--- src/rtl/paicore_send_xc_mc.sv ---
`timescale 1ns/1ps
// -----------------------------------------------------------------------------
// paicore_send_xc_mc
// Multi-channel PAICORE sender. Accepts AXIS beats of DATA_WIDTH bits, counts
// them against a programmed length and splits each beat into 32-bit words.
// Words are steered round-robin (one whole beat per masked channel) or
// broadcast to every masked channel. Each channel owns a word FIFO feeding a
// 4-phase request/acknowledge link. Completion is reported once every masked
// link has drained.
//
// Ports:
//   s_axis_aclk / s_axis_aresetn : clock, asynchronous active-low reset
//   start, mode, chan_mask,
//   send_len                     : transfer setup, latched on start in IDLE
//   s_axis_t*                    : AXI-Stream input
//   acknowledge / request / dout : per-channel handshake links (32b each)
//   busy                         : RUN, DRAIN or DONE
//   o_tx_done                    : one-cycle completion pulse
//   o_early_last                 : sticky, tlast arrived before send_len beats
// -----------------------------------------------------------------------------
module paicore_send_xc_mc #(
   parameter int Channel    = 4,
   parameter int DATA_WIDTH = 64,
   parameter int FIFO_DEPTH = 16
) (
   input  logic                    s_axis_aclk,
   input  logic                    s_axis_aresetn,
   input  logic                    start,
   input  logic                    mode,
   input  logic [Channel-1:0]      chan_mask,
   input  logic [31:0]             send_len,
   output logic                    s_axis_tready,
   input  logic [DATA_WIDTH-1:0]   s_axis_tdata,
   input  logic                    s_axis_tlast,
   input  logic                    s_axis_tvalid,
   input  logic [Channel-1:0]      acknowledge,
   output logic [Channel*32-1:0]   dout,
   output logic [Channel-1:0]      request,
   output logic                    busy,
   output logic                    o_tx_done,
   output logic                    o_early_last
);

   localparam int WORDS = DATA_WIDTH / 32;
   localparam int AW    = $clog2(FIFO_DEPTH);
   localparam int CW    = AW + 1;
   localparam int PW    = (Channel > 1) ? $clog2(Channel) : 1;

   typedef enum logic [1:0] {S_IDLE, S_RUN, S_DRAIN, S_DONE} state_t;
   typedef enum logic [1:0] {L_IDLE, L_REQ, L_ACKLO}         lstate_t;

   state_t                r_state, w_nstate;
   logic [31:0]           r_len, r_beat_cnt;
   logic                  r_mode, r_early_last, r_tx_done;
   logic [Channel-1:0]    r_mask;
   logic [PW-1:0]         r_ptr;

   logic [31:0]           r_mem  [Channel][2**AW];
   logic [AW-1:0]         r_wptr [Channel];
   logic [AW-1:0]         r_rptr [Channel];
   logic [CW-1:0]         r_cnt  [Channel];
   lstate_t               r_lst  [Channel];
   lstate_t               w_lnext[Channel];
   logic [Channel*32-1:0] r_dout;
   logic [Channel-1:0]    r_req;

   logic [PW-1:0]         w_tgt, w_nptr;
   logic                  w_tgt_ok, w_nxt_ok, w_ready, w_acc, w_early, w_all_idle;
   logic [Channel-1:0]    w_room, w_we, w_pop, w_load;
   logic [32:0]           w_cnt_inc;
   int                    w_idx;

   // Round-robin target: first masked channel at or after the pointer, and the
   // masked channel following that target for the pointer update.
   always_comb begin
      w_tgt    = '0;
      w_tgt_ok = 1'b0;
      w_nptr   = r_ptr;
      w_nxt_ok = 1'b0;
      w_idx    = 0;
      for (int k = 0; k < Channel; k++) begin
         w_idx = int'(r_ptr) + k;
         if (w_idx >= Channel) w_idx = w_idx - Channel;
         if (!w_tgt_ok && r_mask[w_idx[PW-1:0]]) begin
            w_tgt    = w_idx[PW-1:0];
            w_tgt_ok = 1'b1;
         end
      end
      for (int k = 1; k <= Channel; k++) begin
         w_idx = int'(w_tgt) + k;
         if (w_idx >= Channel) w_idx = w_idx - Channel;
         if (!w_nxt_ok && r_mask[w_idx[PW-1:0]]) begin
            w_nptr   = w_idx[PW-1:0];
            w_nxt_ok = 1'b1;
         end
      end
   end

   // FIFO room, write enables and link next-state
   always_comb begin
      w_room     = '0;
      w_we       = '0;
      w_pop      = '0;
      w_load     = '0;
      w_all_idle = 1'b1;
      for (int c = 0; c < Channel; c++) begin
         w_room[c] = (r_cnt[c] <= CW'(FIFO_DEPTH - WORDS));
      end
      w_ready = (r_state == S_RUN) &&
                (r_mode ? (&(w_room | ~r_mask)) : (w_tgt_ok && w_room[w_tgt]));
      w_acc   = w_ready && s_axis_tvalid;
      for (int c = 0; c < Channel; c++) begin
         w_we[c]    = w_acc && (r_mode ? r_mask[c] : (w_tgt == PW'(c)));
         w_lnext[c] = r_lst[c];
         case (r_lst[c])
            L_IDLE:  if (r_cnt[c] != '0) begin
                        w_lnext[c] = L_REQ;
                        w_load[c]  = 1'b1;
                     end
            L_REQ:   if (acknowledge[c]) begin
                        w_lnext[c] = L_ACKLO;
                        w_pop[c]   = 1'b1;
                     end
            L_ACKLO: if (!acknowledge[c]) w_lnext[c] = L_IDLE;
            default: w_lnext[c] = L_IDLE;
         endcase
         if (r_mask[c] && ((r_cnt[c] != '0) || (r_lst[c] != L_IDLE))) w_all_idle = 1'b0;
      end
   end

   // 33-bit increment keeps send_len=32'hFFFFFFFF from wrapping before compare.
   assign w_cnt_inc = {1'b0, r_beat_cnt} + 33'd1;
   assign w_early   = w_acc && s_axis_tlast && (w_cnt_inc < {1'b0, r_len});

   // Top FSM next state
   always_comb begin
      w_nstate = r_state;
      case (r_state)
         S_IDLE:  if (start) w_nstate = ((send_len == 32'd0) || (chan_mask == '0)) ? S_DONE : S_RUN;
         S_RUN:   if (w_acc && ((w_cnt_inc == {1'b0, r_len}) || w_early)) w_nstate = S_DRAIN;
         S_DRAIN: if (w_all_idle) w_nstate = S_DONE;
         S_DONE:  w_nstate = S_IDLE;
         default: w_nstate = S_IDLE;
      endcase
   end

   always_ff @(posedge s_axis_aclk or negedge s_axis_aresetn) begin
      if (!s_axis_aresetn) begin
         r_state      <= S_IDLE;
         r_len        <= '0;
         r_beat_cnt   <= '0;
         r_mode       <= 1'b0;
         r_mask       <= '0;
         r_ptr        <= '0;
         r_early_last <= 1'b0;
         r_tx_done    <= 1'b0;
      end else begin
         r_state   <= w_nstate;
         r_tx_done <= (r_state == S_DONE);
         if ((r_state == S_IDLE) && start) begin
            r_len        <= send_len;
            r_mode       <= mode;
            r_mask       <= chan_mask;
            r_beat_cnt   <= '0;
            r_ptr        <= '0;
            r_early_last <= 1'b0;
         end
         if (w_acc) begin
            r_beat_cnt <= w_cnt_inc[31:0];
            if (!r_mode) r_ptr <= w_nptr;
         end
         if (w_early) r_early_last <= 1'b1;
      end
   end

   // FIFO storage carries no reset; emptiness is tracked by the counters.
   always_ff @(posedge s_axis_aclk) begin
      for (int c = 0; c < Channel; c++) begin
         for (int w = 0; w < WORDS; w++) begin
            if (w_we[c]) r_mem[c][r_wptr[c] + AW'(w)] <= s_axis_tdata[32*w +: 32];
         end
      end
   end

   always_ff @(posedge s_axis_aclk or negedge s_axis_aresetn) begin
      if (!s_axis_aresetn) begin
         for (int c = 0; c < Channel; c++) begin
            r_wptr[c] <= '0;
            r_rptr[c] <= '0;
            r_cnt[c]  <= '0;
            r_lst[c]  <= L_IDLE;
         end
         r_dout <= '0;
         r_req  <= '0;
      end else begin
         for (int c = 0; c < Channel; c++) begin
            if (w_we[c])  r_wptr[c] <= r_wptr[c] + AW'(WORDS);
            if (w_pop[c]) r_rptr[c] <= r_rptr[c] + AW'(1);
            r_cnt[c] <= r_cnt[c] + (w_we[c] ? CW'(WORDS) : CW'(0)) - (w_pop[c] ? CW'(1) : CW'(0));
            r_lst[c] <= w_lnext[c];
            // dout is only loaded when a new word is presented, so it holds
            // its last value after request falls.
            if (w_load[c]) begin
               r_dout[32*c +: 32] <= r_mem[c][r_rptr[c]];
               r_req[c]           <= 1'b1;
            end
            if (w_pop[c]) r_req[c] <= 1'b0;
         end
      end
   end

   assign s_axis_tready = w_ready;
   assign dout          = r_dout;
   assign request       = r_req;
   assign busy          = (r_state != S_IDLE);
   assign o_tx_done     = r_tx_done;
   assign o_early_last  = r_early_last;

endmodule
--- config.mk ---
export PLATFORM = sky130hd
export DESIGN_NAME = paicore_send_xc_mc
export DESIGN_NICKNAME = d
export VERILOG_FILES = /design/src/rtl/paicore_send_xc_mc.sv
export SDC_FILE = /design/constraint.sdc
export NUM_CORES = 2
export LEC_CHECK = 0
export CAP_MARGIN = 0
export CORE_ASPECT_RATIO = 1.1
export CORE_MARGIN = 4
export CORE_UTILIZATION = 56
export CTS_CLUSTER_DIAMETER = 40
export CTS_CLUSTER_SIZE = 8
export DETAILED_ROUTE_END_ITERATION = 8
export GPL_ROUTABILITY_DRIVEN = 0
export PLACE_DENSITY = 0.76
export SKIP_CTS_REPAIR_TIMING = 1
export SLEW_MARGIN = 20
export SYNTH_ARGS = -nofsm -noshare
export SYNTH_HDL_FRONTEND = slang
export SYNTH_SLANG_ARGS = --single-unit
--- constraint.sdc ---
create_clock -name s_axis_aclk -period 7.1 [get_ports s_axis_aclk]
set_input_delay 1.42 -clock s_axis_aclk [delete_from_list [all_inputs] [get_ports s_axis_aclk]]
set_output_delay 1.42 -clock s_axis_aclk [all_outputs]
set_load 0.02 [all_outputs]
# [Word-level counts from Yosys, hierarchy flattened]
# Memories as Yosys holds them, arrays and structs flattened.
# Cells that the tools add are included.
[word_totals] register_bits=267 mem_bits_rw=2048 in_bits=110 output_inout_bits=136 elab_cells=4472 n_memories=1
[mem_list] name="r_mem" depth=4 width=512 rd=4 rd_ports_with_merged_regs=0 wr=4 line="58" rtl="logic [31:0] r_mem [Channel][2**AW];"
[classes] addsub=36 n_lt_le_gt_ge=42 n_eq_ne=31 mux=2198 bitwise_logic=2062 n_reduce_logical=70
[op_table] op="512-bit two-way mux" n=8
[op_table] op="1-bit two-way mux" n=2107
[op_table] op="1-bit OR" n=2048
[op_table] op="32-bit demux with 4-bit select" n=8
[op_table] op="32-bit two-way mux" n=18
[op_table] op="32-bit binary-select mux with 4-bit select" n=4
[op_table] op="2-bit two-way mux" n=39
[op_table] op="5-bit >= comparator, second input constant" n=12
[op_table] op="4-bit inverter with 5-bit output" n=12
[op_table] op="5-bit by 1-bit < comparator with 1-bit output, second input constant" n=8
[op_table] op="32-bit by 1-bit adder with 33-bit output, second input constant" n=1
[op_table] op="33-bit by 32-bit == test with 1-bit output" n=1
[op_table] op="33-bit by 32-bit < comparator with 1-bit output" n=1
[op_table] op="4-bit by 1-bit adder with 4-bit output, second input constant" n=8
[op_table] op="32-bit zero test" n=1
[op_table] op="1-bit logical AND" n=29
[op_table] op="2-bit != test, second input constant" n=14
[op_table] op="2-bit by 3-bit < comparator with 1-bit output, second input constant" n=9
[op_table] op="2-bit case mux with 3 select lines" n=4
[op_table] op="2-bit nonzero test" n=11
[op_table] op="5-bit by 2-bit adder with 5-bit output" n=4
[op_table] op="5-bit by 4-bit <= comparator with 1-bit output, second input constant" n=4
[op_table] op="5-bit nonzero test" n=4
[op_table] op="5-bit by 1-bit subtractor with 5-bit output" n=4
[op_table] op="other kinds (22)" n=80

# [Depth between registers and ports, before layout]
[depth] ltp_word=31 mapped_depth=18 depth_no_buf=16

# [Worst setup path after synthesis]
# Ideal clock, no wire load.
[synth_path] path_type="register to register" startpoint="register r_mask[2]" endpoint="memory r_mem[3][192] (netlist bit) (enable)" setup_time_ns=0.565 arrival_ns=6.508 t_required_ns=6.535 slack_ns=0.027 stages_incl_launch_ff=9 path_buffers=1 period_less_slack_ns=7.073 cell_sequence="dfrtp_1 nor2b_2 o21a_1 nor3_1 ha_1 mux2i_1 clkbuf_1 nand3b_1 nor3_1"
[synth_rtl] item="from (decl)" line="55" rtl="logic [Channel-1:0] r_mask;"
[synth_rtl] item="from (signal assigned)" line="163" rtl="r_mask <= chan_mask;"
[synth_rtl] item="to (decl)" line="58"

# [Final worst setup path]
[layout_path] startpoint="register r_mask[0]" endpoint="output s_axis_tready"
[layout_between] elab_chain_cells=17 elab_cells_between_ends=30 cone_classes="mux: 19; bitwise: 2; reduce/logical: 9"
[layout_rtl] item="1-bit binary-select mux with 2-bit select" line="84" rtl="if (!w_tgt_ok && r_mask[w_idx[PW-1:0]]) begin"
[layout_rtl] item="1-bit two-way mux (implied by the code)" line="84"
[layout_rtl] item="1-bit two-way mux" line="84"
[layout_rtl] item="1-bit zero test" line="84"
[layout_rtl] item="1-bit logical AND" line="84"
[layout_rtl] item="1-bit two-way mux" line="84"
[layout_rtl] item="1-bit zero test" line="84"
[layout_rtl] item="1-bit logical AND" line="84"
[layout_rtl] item="1-bit two-way mux" line="84"
[layout_rtl] item="1-bit zero test" line="84"
[layout_rtl] item="1-bit logical AND" line="84"
[layout_rtl] item="2-bit two-way mux" line="84"
[layout_rtl] item="1-bit binary-select mux with 2-bit select" line="110" rtl="(r_mode ? (&(w_room | ~r_mask)) : (w_tgt_ok && w_room[w_tgt]));"
[layout_rtl] item="1-bit two-way mux (implied by the code)" line="110"
[layout_rtl] item="1-bit logical AND" line="110"
[layout_rtl] item="1-bit two-way mux (*)" line="110"
[layout_rtl] item="1-bit logical AND (*)" line="109" rtl="w_ready = (r_state == S_RUN) &&"
[layout_rtl] item="to (decl)" line="32" rtl="output logic s_axis_tready,"
# Every way passes the cells marked *; elsewhere a longest branch is shown, timed or not. The select of a mux whose other input is x is not followed.

==> impl_metrics.json <==
{
  "status": "finished clean",
  "start_util_pct": 56.49,
  "setup_viol": 0,
  "grt_pass1_vias": 59437,
  "seqCellArea_um2": 68120,
  "die_h_um": 460.5,
  "setup_tns_ns": 0,
  "synthFlopType": "edfxtp_1",
  "die_area_um2": 193100,
  "instances_no_fill": 8991,
  "crit_path_start_kind": "flop",
  "fmax_mhz": 178.6,
  "clk_pin_slew_ns": 0.05,
  "fin_area_um2": 119600,
  "portBuffers": 245,
  "antenna_found_initial": 8,
  "rsz0062_at_grt": "false",
  "fp.dieW_um": 419.4,
  "slew_headroom_pct": 22.87,
  "grt_max_degree": 112,
  "rr_worst_depth": 11,
  "met1_usage_pct": 34.13,
  "syn_inst": 6122,
  "clk_latency_ns": 0.94,
  "synth_seq_cells": 2311,
  "area_growth_pct": 14.70,
  "postRouteAntennaNets": 0,
  "syn_avg_cell_area_um2": 17.03,
  "seq_area_frac_synth_pct": 65.30,
  "drive_gt1_share_pct": 29.89,
  "viasPerCell": 6.386,
  "ys_types": 70,
  "cts_num_sinks": 2311,
  "cts_tree": "built",
  "drtIter0Drc": 5275,
  "holdCritPathClass": "reg2reg",
  "fin_crit_sh_pct": 78.86,
  "max_stage_delay_ns": 0.65,
  "dr.pass1.iters": 6,
  "cap_viol_max_count": 0,
  "arrival_ns": 4.18,
  "cp_slowest_cell": "dfrtp_1",
  "globalRouteOverflowTotal": 0,
  "wl_mm": 251.3,
  "crit_type": "reg2out",
  "route.detailed.drc": 0,
  "syn_area_um2": 104300,
  "vias": 57418,
  "multi_input_area_um2": 33480,
  "cp_data_required_time_ns": 5.68,
  "synth_edf_count": 2048,
  "use_met2_pct": 43.62,
  "min_path_cells": 2,
  "postSynth.asyncResetShare_pct": 11.38,
  "peakVddDrop_mv": 0.3097,
  "skew_ns": 0.07013,
  "cts-buffers-inserted": 366,
  "post_drt_wl_per_cell_um": 27.95,
  "cts-root-buf": "clkbuf_16",
  "power_density_nw_per_um2": 380.5,
  "synthesis.yosys.warnings": 0,
  "core_area_um2": 184600,
  "path_max_fanout": 23,
  "finalHoldViolations": 0,
  "crit_chain": "nand2_1, a211oi_1, nor3_1, o21a_2, o31ai_4, buf_4, inv_2, clkdlybuf4s50_1",
  "grt_util_met3_pct": 4.518,
  "ios": 246,
  "grt.total_usage_pct": 26.12,
  "fillers": 12394,
  "dpl_cell_area_um2": 108700,
  "cellLeakagePower_uw": 0.04199,
  "fin_util_pct": 64.79,
  "cts_max_level": 5,
  "end_kind": "primary output",
  "grt_pass1_wl_mm": 378.2,
  "busiest_layer": "met2",
  "dp_hpwl_mm": 142.7,
  "dpl.cell_count": 8379,
  "rows": 165,
  "finalNetCount": 6522,
  "cts.path.max_buffers": 4,
  "slew_viol_final": 0,
  "tightest_slew_ns": 1.157,
  "synth_nets": 6318,
  "fin_crit_ns": 5.599
}
## critical path: cells and delay by family, from the launching register on
kind	cells	cell delay [ns]
DFF	1	0.65
AOI/OAI and AO/OA	3	1.01
and+or+nand+nor	2	0.31
buffers and inverters	3	1.28
## cells in the final DEF (no fill, tap or decap), types with 10 or more instances in the layout
master           instances
buf_2                   29
nand3b_1                12
mux2_1                 189
xor2_1                  29
mux2i_1                385
clkinv_2                24
nand2_1                408
dfrtp_1                248
a21oi_1                 25
or4_2                   12
clkbuf_1               168
nor4_4                  17
nand3_1                 44
edfxtp_1              2048
nor3_1                  10
o21ai_0                147
and3_1                  17
nand4_1                 19
bufinv_16               10
o221ai_1               276
clkbuf_16              375
xnor2_1                 34
buf_12                  24
clkdlybuf4s50_1        201
ha_1                    82
inv_1                   99
mux2_2                 741
mux4_2                 364
mux2_4                 145
buf_4                  133
nor4_1                  13
nand2b_1                13
clkbuf_8                19
nor2_1                  47
## final cells by class
| cell class | instances | area share (%) |
|---|---|---|
| Tap cell | 2421 | 2.533 |
| Clock buffer | 562 | 8.594 |
| Sequential cell | 2311 | 56.97 |
| Inverter | 115 | 0.3767 |
| Multi-Input combinational cell | 3143 | 28.00 |
| Antenna cell | 3 | 0.006278 |
| Clock inverter | 47 | 0.4573 |
| Timing Repair Buffer | 389 | 3.063 |
## state kept, by name (all words and copies together), names as in the netlist, 2 cells and up
name	cells
r_ptr	2
r_mem	2048
r_rptr	16
r_state	2
r_cnt	20
r_len	32
r_mask	4
r_lst	8
request	4
r_beat_cnt	32
dout	128
r_wptr	12
## synth_stat cells, types with 34 or more instances
cell / n / area share [%]
dfrtp_1: 263 / 6.3
inv_1: 114 / 0.41
buf_2: 72 / 0.35
ha_1: 82 / 0.98
mux4_2: 364 / 7.9
buf_1: 72 / 0.26
xnor2_1: 34 / 0.29
edfxtp_1: 2048 / 59
nand2_1: 416 / 1.5
nor2_1: 47 / 0.17
o221ai_1: 276 / 2.3
mux2i_1: 386 / 3.7
mux2_4: 145 / 2.1
o21ai_0: 147 / 0.71
nand3_1: 44 / 0.21
mux2_1: 189 / 2.0
mux2_2: 741 / 8.0
clkbuf_1: 366 / 1.3
## power breakdown
| group | switching, uW | internal [uW] | leakage (uW) |
|---|---|---|---|
| clock network | 5790 | 10200 | 0.00522 |
| registers | 1180 | 15700 | 0.0216 |
| logic | 7280 | 5390 | 0.0151 |
## stage by stage
stage	power [uW]	hold slack (ns)	worst slack, ns
final	45500	0.4754	1.501
after global routing	47390	0.4955	1.319
after CTS	45840	0.4807	1.489
after detailed placement	29830	0.4705	1.803
after global placement	29540	0.4613	1.909
after floorplan	25020	0.4523	0.02712
## path summary, 6_finish.rpt
path	start	endpoint	slack [ns]
min in group asynchronous	s_axis_aresetn	dout[96]	0.55
setup / recovery	r_mask[0]	s_axis_tready	1.50
max in group asynchronous	s_axis_aresetn	r_rptr[10]	5.02
hold reg to reg	dout[38]	dout[38]	0.48
setup reg to reg	r_mask[2]	r_mem[2][43]	1.74
hold / removal	dout[38]	dout[38]	0.48
## metal layers
metal / up-vias / routed length, um
met3: 507 / 16600
met1: 30008 / 98260
met5: - / 26
met2: 2202 / 125800
li1: 24697 / -
met4: 4 / 10590
## cells by family after synthesis
family | Yosys count | share of synthesized area, %
AO/OA/AOI/OAI | 503 | 3.605
XOR/XNOR | 63 | 0.5293
adder cells (fa/ha/maj) | 86 | 1.061
buffers and inverters | 668 | 2.711
flip-flops | 2311 | 65.30
multiplexers | 1825 | 23.70
AND/OR/NAND/NOR | 666 | 3.090
Note: power is estimated with default switching activity, not from simulation.
